## config.mk

```make
export PLATFORM = sky130hd
export DESIGN_NAME = seq_shifter
export DESIGN_NICKNAME = d
export VERILOG_FILES = /design/src/rtl/seq_shifter.sv
export SDC_FILE = /design/constraint.sdc
export NUM_CORES = 1
export LEC_CHECK = 0
export CORE_MARGIN = 5
export CORE_UTILIZATION = 54
export DETAILED_ROUTE_END_ITERATION = 16
export GPL_TIMING_DRIVEN = 0
export HOLD_SLACK_MARGIN = 0.05
export PLACE_DENSITY = 0.84
export SLEW_MARGIN = 0
export SYNTH_ARGS = -nofsm -noshare
export SYNTH_HDL_FRONTEND = slang
export SYNTH_SLANG_ARGS = --single-unit
```

## constraint.sdc

```tcl
create_clock -name clk -period 5.4 [get_ports clk]
set_clock_uncertainty 0.1 [all_clocks]
set_input_delay 0.81 -clock clk [delete_from_list [all_inputs] [get_ports clk]]
set_output_delay 0.81 -clock clk [all_outputs]
set_load 0.005 [all_outputs]
```

## src/rtl/seq_shifter.sv

```systemverilog
// seq_shifter: multi-cycle 16-bit rotate/shift unit; define SEQ_SHIFTER_TWO_STEP_EN to shift two bits per cycle
module seq_shifter (
    input  logic        clk,
    input  logic        rst_n,
    input  logic        start,
    input  logic [15:0] in,
    input  logic [1:0]  op,
    input  logic [3:0]  cnt,
    output logic        busy,
    output logic        done,
    output logic [15:0] out
);
    typedef enum logic [1:0] {IDLE, SHIFT, DONE} state_t;

    state_t      state;
    logic [15:0] data;
    logic [3:0]  rem;
    logic [1:0]  op_r;
    logic        two;
    logic        last;
    logic [3:0]  step;
    logic [15:0] s1, s2, nxt;

    // op[1] selects right vs left, op[0] selects zero fill vs wrap
    function automatic logic [15:0] shift1(input logic [15:0] d, input logic [1:0] o);
        return o[1] ? {o[0] ? 1'b0 : d[0], d[15:1]} : {d[14:0], o[0] ? 1'b0 : d[15]};
    endfunction

`ifdef SEQ_SHIFTER_TWO_STEP_EN
    assign two = rem >= 4'd2;
`else
    assign two = 1'b0;
`endif

    always_comb begin
        s1   = shift1(data, op_r);
        s2   = shift1(s1, op_r);
        nxt  = two ? s2 : s1;
        step = two ? 4'd2 : 4'd1;
        last = rem == step;
    end

    always_ff @(posedge clk or negedge rst_n) begin
        if (!rst_n) begin
            state <= IDLE;
            data  <= '0;
            rem   <= '0;
            op_r  <= '0;
            busy  <= 1'b0;
            done  <= 1'b0;
            out   <= '0;
        end else begin
            case (state)
                IDLE: if (start) begin
                    data  <= in;
                    rem   <= cnt;
                    op_r  <= op;
                    busy  <= 1'b1;
                    state <= cnt == 4'd0 ? DONE : SHIFT;
                    done  <= cnt == 4'd0;
                    out   <= cnt == 4'd0 ? in : out;
                end
                SHIFT: begin
                    data  <= nxt;
                    rem   <= rem - step;
                    state <= last ? DONE : SHIFT;
                    done  <= last;
                    out   <= last ? nxt : out;
                end
                DONE: begin
                    state <= IDLE;
                    busy  <= 1'b0;
                    done  <= 1'b0;
                end
                default: begin
                    state <= IDLE;
                    busy  <= 1'b0;
                    done  <= 1'b0;
                end
            endcase
        end
    end
endmodule

```

# == After elaboration in Yosys (flattened, before gate mapping) ==
# Index checks and enable logic that the tools add are counted.
# classes
n_bitwise,1
eq_ne,5
add_sub_neg,1
n_reduce_logical,7
mux,19
# op_table
op,n
$mux 16,5
$pmux 16 s2,2
$pmux 4 s2,1
$mux 2,3
$ne 2x2->1 const B,3
$reduce_and 2->1,3
$eq 4x1->1 const B,1
$logic_not 4->1,1
$mux 1,4
$mux 4,1
$pmux 1 s2,2
$pmux 2 s2,1
$reduce_and 4->1,1
$sub 4x1->4 const B,1
$eq 2x1->1 const B,1
$logic_not 2->1,1
$reduce_bool 2->1,1
$not 1->1,1
# totals
word_cells,40
reg_bits,42

# == Longest topological paths before layout ==
# depth
depth_word,4
depth_mapped,7
mapped_depth_nobuf,6

# == Least setup slack after synthesis ==
# No wires, ideal clock.
# synth_path
path_type,input to register
from,in cnt[2]
to,reg out[5]
cell_stages,5
t_arrival_ns,2.053
slack_ns,3.168
t_required_ns,5.221
n_path_buf,1
cell_sequence,or4_1 > o22a_2 > clkinv_4 > buf_12 > mux2i_1
# synth_via
elab_chain_cells,3
# synth_rtl
item,line,text
start: declaration,8,"input logic [3:0] cnt,"
$logic_not 4->1,61,out <= cnt == 4'd0 ? in : out;
$ne 2x2->1 (no line),-,
$reduce_and 4->1 (no line),-,
end signal: assignment,61,
end signal: assignment,68,out <= last ? nxt : out;
end: declaration,11,output logic [15:0] out
# No other way between the ends.
# A chain may end at the register's enable or synchronous reset.

# == Final worst setup path ==
# layout_path
from,in start
to,reg out[3]
# layout_via
elab_chain_cells,2
# layout_rtl
item,line,text
start: declaration,5,"input logic start,"
$ne 2x2->1 (no line),-,
$reduce_and 4->1 (no line),-,
# No other way between the ends.

==> flow_summary.json <==
{
  "outcome": "complete, no violations",
  "syn_avg_cell_area_um2": 10.9,
  "instances_no_fill": 288,
  "p_per_area_nw_per_um2": 560,
  "io_buffers": 42,
  "yosys.cell_count.top_type": "dfrtp_1",
  "clockBufferDepth": 2,
  "post-cts-setup-buffers": 0,
  "synth_top_area_frac": 0.497,
  "first_global_vias": 1586,
  "ioPinCount": 43,
  "async_flop_share": 1.00,
  "place_inst": 281,
  "cts_resized": 0,
  "cts-root-buf": "clkbuf_8",
  "synth-simple-area-share": 0.0830,
  "ys_top_cells_by_area": "dfrtp_1 50%, mux2i_1 14%, mux2_2 8.7%, o21ai_0 3.6%, inv_1 3.5%",
  "h-tree-depth": 2,
  "ys_warn_count": 0,
  "antenna_found_initial": 0,
  "grt_pass1_wl_um": 7600,
  "gp_congestion": 0.819,
  "start_util": 0.560,
  "synth_cells": 190,
  "post-dp-hpwl_um": 3120,
  "cts_tree": "done",
  "setup_viol": 0,
  "drt_iter0_drc": 123,
  "muxShareOfSynthArea": 0.223,
  "drive_gt1_frac": 0.142,
  "routed_wl_um": 4330,
  "irDropWorstVdd_mv": 0.371,
  "hold_violations": 0,
  "synth_compound_area_frac": 0.113,
  "grt_usage": 0.192,
  "cp_max_fo": 10,
  "drv_slew": 0,
  "max_slew_margin": 0.666,
  "max_freq_mhz": 394,
  "dieWidth_um": 71.8,
  "crit_type": "in2reg",
  "synth_top_family_by_area": "multiplexers",
  "drc": 0,
  "synth_ff_type": "dfrtp_1",
  "final.setup.tns_ns": 0,
  "insertion_delay_ns": 0.29,
  "netlist_area_um2": 2060,
  "hold_class": "in2async",
  "drt_pass1_iterations": 4,
  "synth_area_leader_cell": "dfrtp_1",
  "wire_per_inst_um": 15.0,
  "antenna_left": 0,
  "fin_crit_sh": 0.470,
  "grt_overflow": 0,
  "coreArea_um2": 3690,
  "synth_xor_area_frac": 0,
  "clk_pin_slew_worst_paths_ns": 0.07,
  "grt_max_degree": 36,
  "fin_ws_ns": 2.86,
  "numClockSinks": 41,
  "maxCapViolCount": 0,
  "cts_hold_buf": 0,
  "syn_nets": 217,
  "synthAdderAreaFrac": 0.0121,
  "cp.required_ns": 5.51,
  "synthTopCellsByCount": "41 x dfrtp_1, 28 x mux2i_1, 19 x inv_1, 19 x nand2_1, 16 x mux2_2",
  "areaGrowthSynthToFinish_pct": 28.2,
  "worst_slew_pin_slew_ns": 0.501,
  "die_area_um2": 5160,
  "cts_made_buffers": 5,
  "start_kind": "input pin",
  "rows": 22,
  "synth.distinct_cells": 30,
  "place_ws_ns": 2.57,
  "rsz0062_at_grt": "no",
  "synth_edf_count": 0,
  "ys_seq_elements": 41,
  "leakage_nw": 1.17,
  "die_h_um": 71.8,
  "seq_area_frac_synth": 0.497,
  "viasPerCell": 5.34,
  "min_period_ns": 2.54,
  "antenna_cells": 0,
  "vias": 1538,
  "cp-end-kind": "register",
  "fin_nets": 267,
  "crit_arrival_ns": 2.65
}
[final cells by class]
class,instances,area (µm²)
Buffer,12,67.6
Clock buffer,7,86.3
Fill cell,275,1040
Inverter,20,80.1
Multi-Input combinational cell,117,891
Sequential cell,41,1030
Tap cell,48,60.1
Timing Repair Buffer,43,435
[where the power goes]
group | switching, W | leakage [nW] | internal, W | total [W]
Sequential | 0.0000994 | 0.484 | 0.000464 | 0.000563
Combinational | 0.000325 | 0.638 | 0.000396 | 0.000722
Clock | 0.0000961 | 0.0443 | 0.000101 | 0.000197
[metal layers]
metal  vias up  global-route usage  part of all wire
met3        15              0.0477             0.052
met2        48               0.303              0.47
met4         0              0.0835             0.026
met5         -                   0                 0
met1       715               0.249              0.45
li1        760                   -                 -
[critical path, stage by stage]
cell and delay (ns):
clkdlybuf4s50_1 0.61, or3b_1 0.36, buf_2 0.16, o22a_2 0.26
clkinv_4 0.11, buf_12 0.15, mux2i_1 0.19
[stage by stage]
step | utilization | hold WS, ns | area [µm²] | total power (W)
2_1_floorplan | - | 0.357 | 2060 | 0.00101
3_3_place_gp | 0.690 | 0.384 | 2540 | 0.00126
3_5_place_dp | 0.694 | 0.394 | 2560 | 0.00129
4_1_cts | 0.717 | 0.241 | 2650 | 0.00149
5_1_grt | 0.717 | 0.241 | 2650 | 0.00161
6_report | 0.717 | 0.247 | 2650 | 0.00148
[cells in the final DEF (no fill, tap or decap), drive strengths merged]
master | synthesis | final
mux2i | 28 | 28
nor3b | 4 | 4
ha | 2 | 2
inv | 19 | 19
nand2b | 1 | 1
a31oi | 1 | 1
clkinv | 1 | 1
nand2 | 19 | 19
clkdlybuf4s50 | 0 | 41
o21ai | 15 | 15
or3 | 1 | 1
a2bb2oi | 1 | 1
a21oi | 5 | 5
a211oi | 1 | 1
clkbuf | 6 | 13
o31ai | 4 | 4
or3b | 2 | 2
nand3b | 1 | 1
buf | 6 | 8
o221ai | 2 | 2
o21bai | 1 | 1
o22a | 5 | 5
nor2b | 1 | 1
o221a | 1 | 1
mux2 | 16 | 16
or4 | 1 | 1
dfrtp | 41 | 41
nor2 | 5 | 5
[sequential cells by signal (all words and copies together), names as in the netlist]
register	cells
rem	4
out	16
data	16
busy	1
state	1
op_r	2
done	1
[cells by family (layout without fill, tap and decap cells)]
family / count (synthesis) / after routing
DFF: 41 / 41
buffers and inverters: 32 / 82
muxes: 44 / 44
adders and majority gates: 2 / 2
and+or+nand+nor: 35 / 35
AOI/OAI and AO/OA: 36 / 36
[worst paths after layout]
| kind | startpoint | end | slack [ns] | depth (start not counted) |
|---|---|---|---|---|
| setup / recovery | start | out[3]$_DFFE_PN0P_ | 2.86 | 7 |
| hold / removal | rst_n | out[5]$_DFFE_PN0P_ | 0.25 | 1 |
| setup reg to reg | done$_DFFE_PN0N_ | data[6]$_DFFE_PN0P_ | 3.38 | 6 |
| hold reg to reg | data[6]$_DFFE_PN0P_ | data[6]$_DFFE_PN0P_ | 0.41 | 2 |
| max in group asynchronous | rst_n | rem[2]$_DFFE_PN0P_ | 4.53 | 2 |
| min in group clk | data[6]$_DFFE_PN0P_ | data[6]$_DFFE_PN0P_ | 0.41 | 2 |
Note: power is estimated with default switching activity, not from simulation.
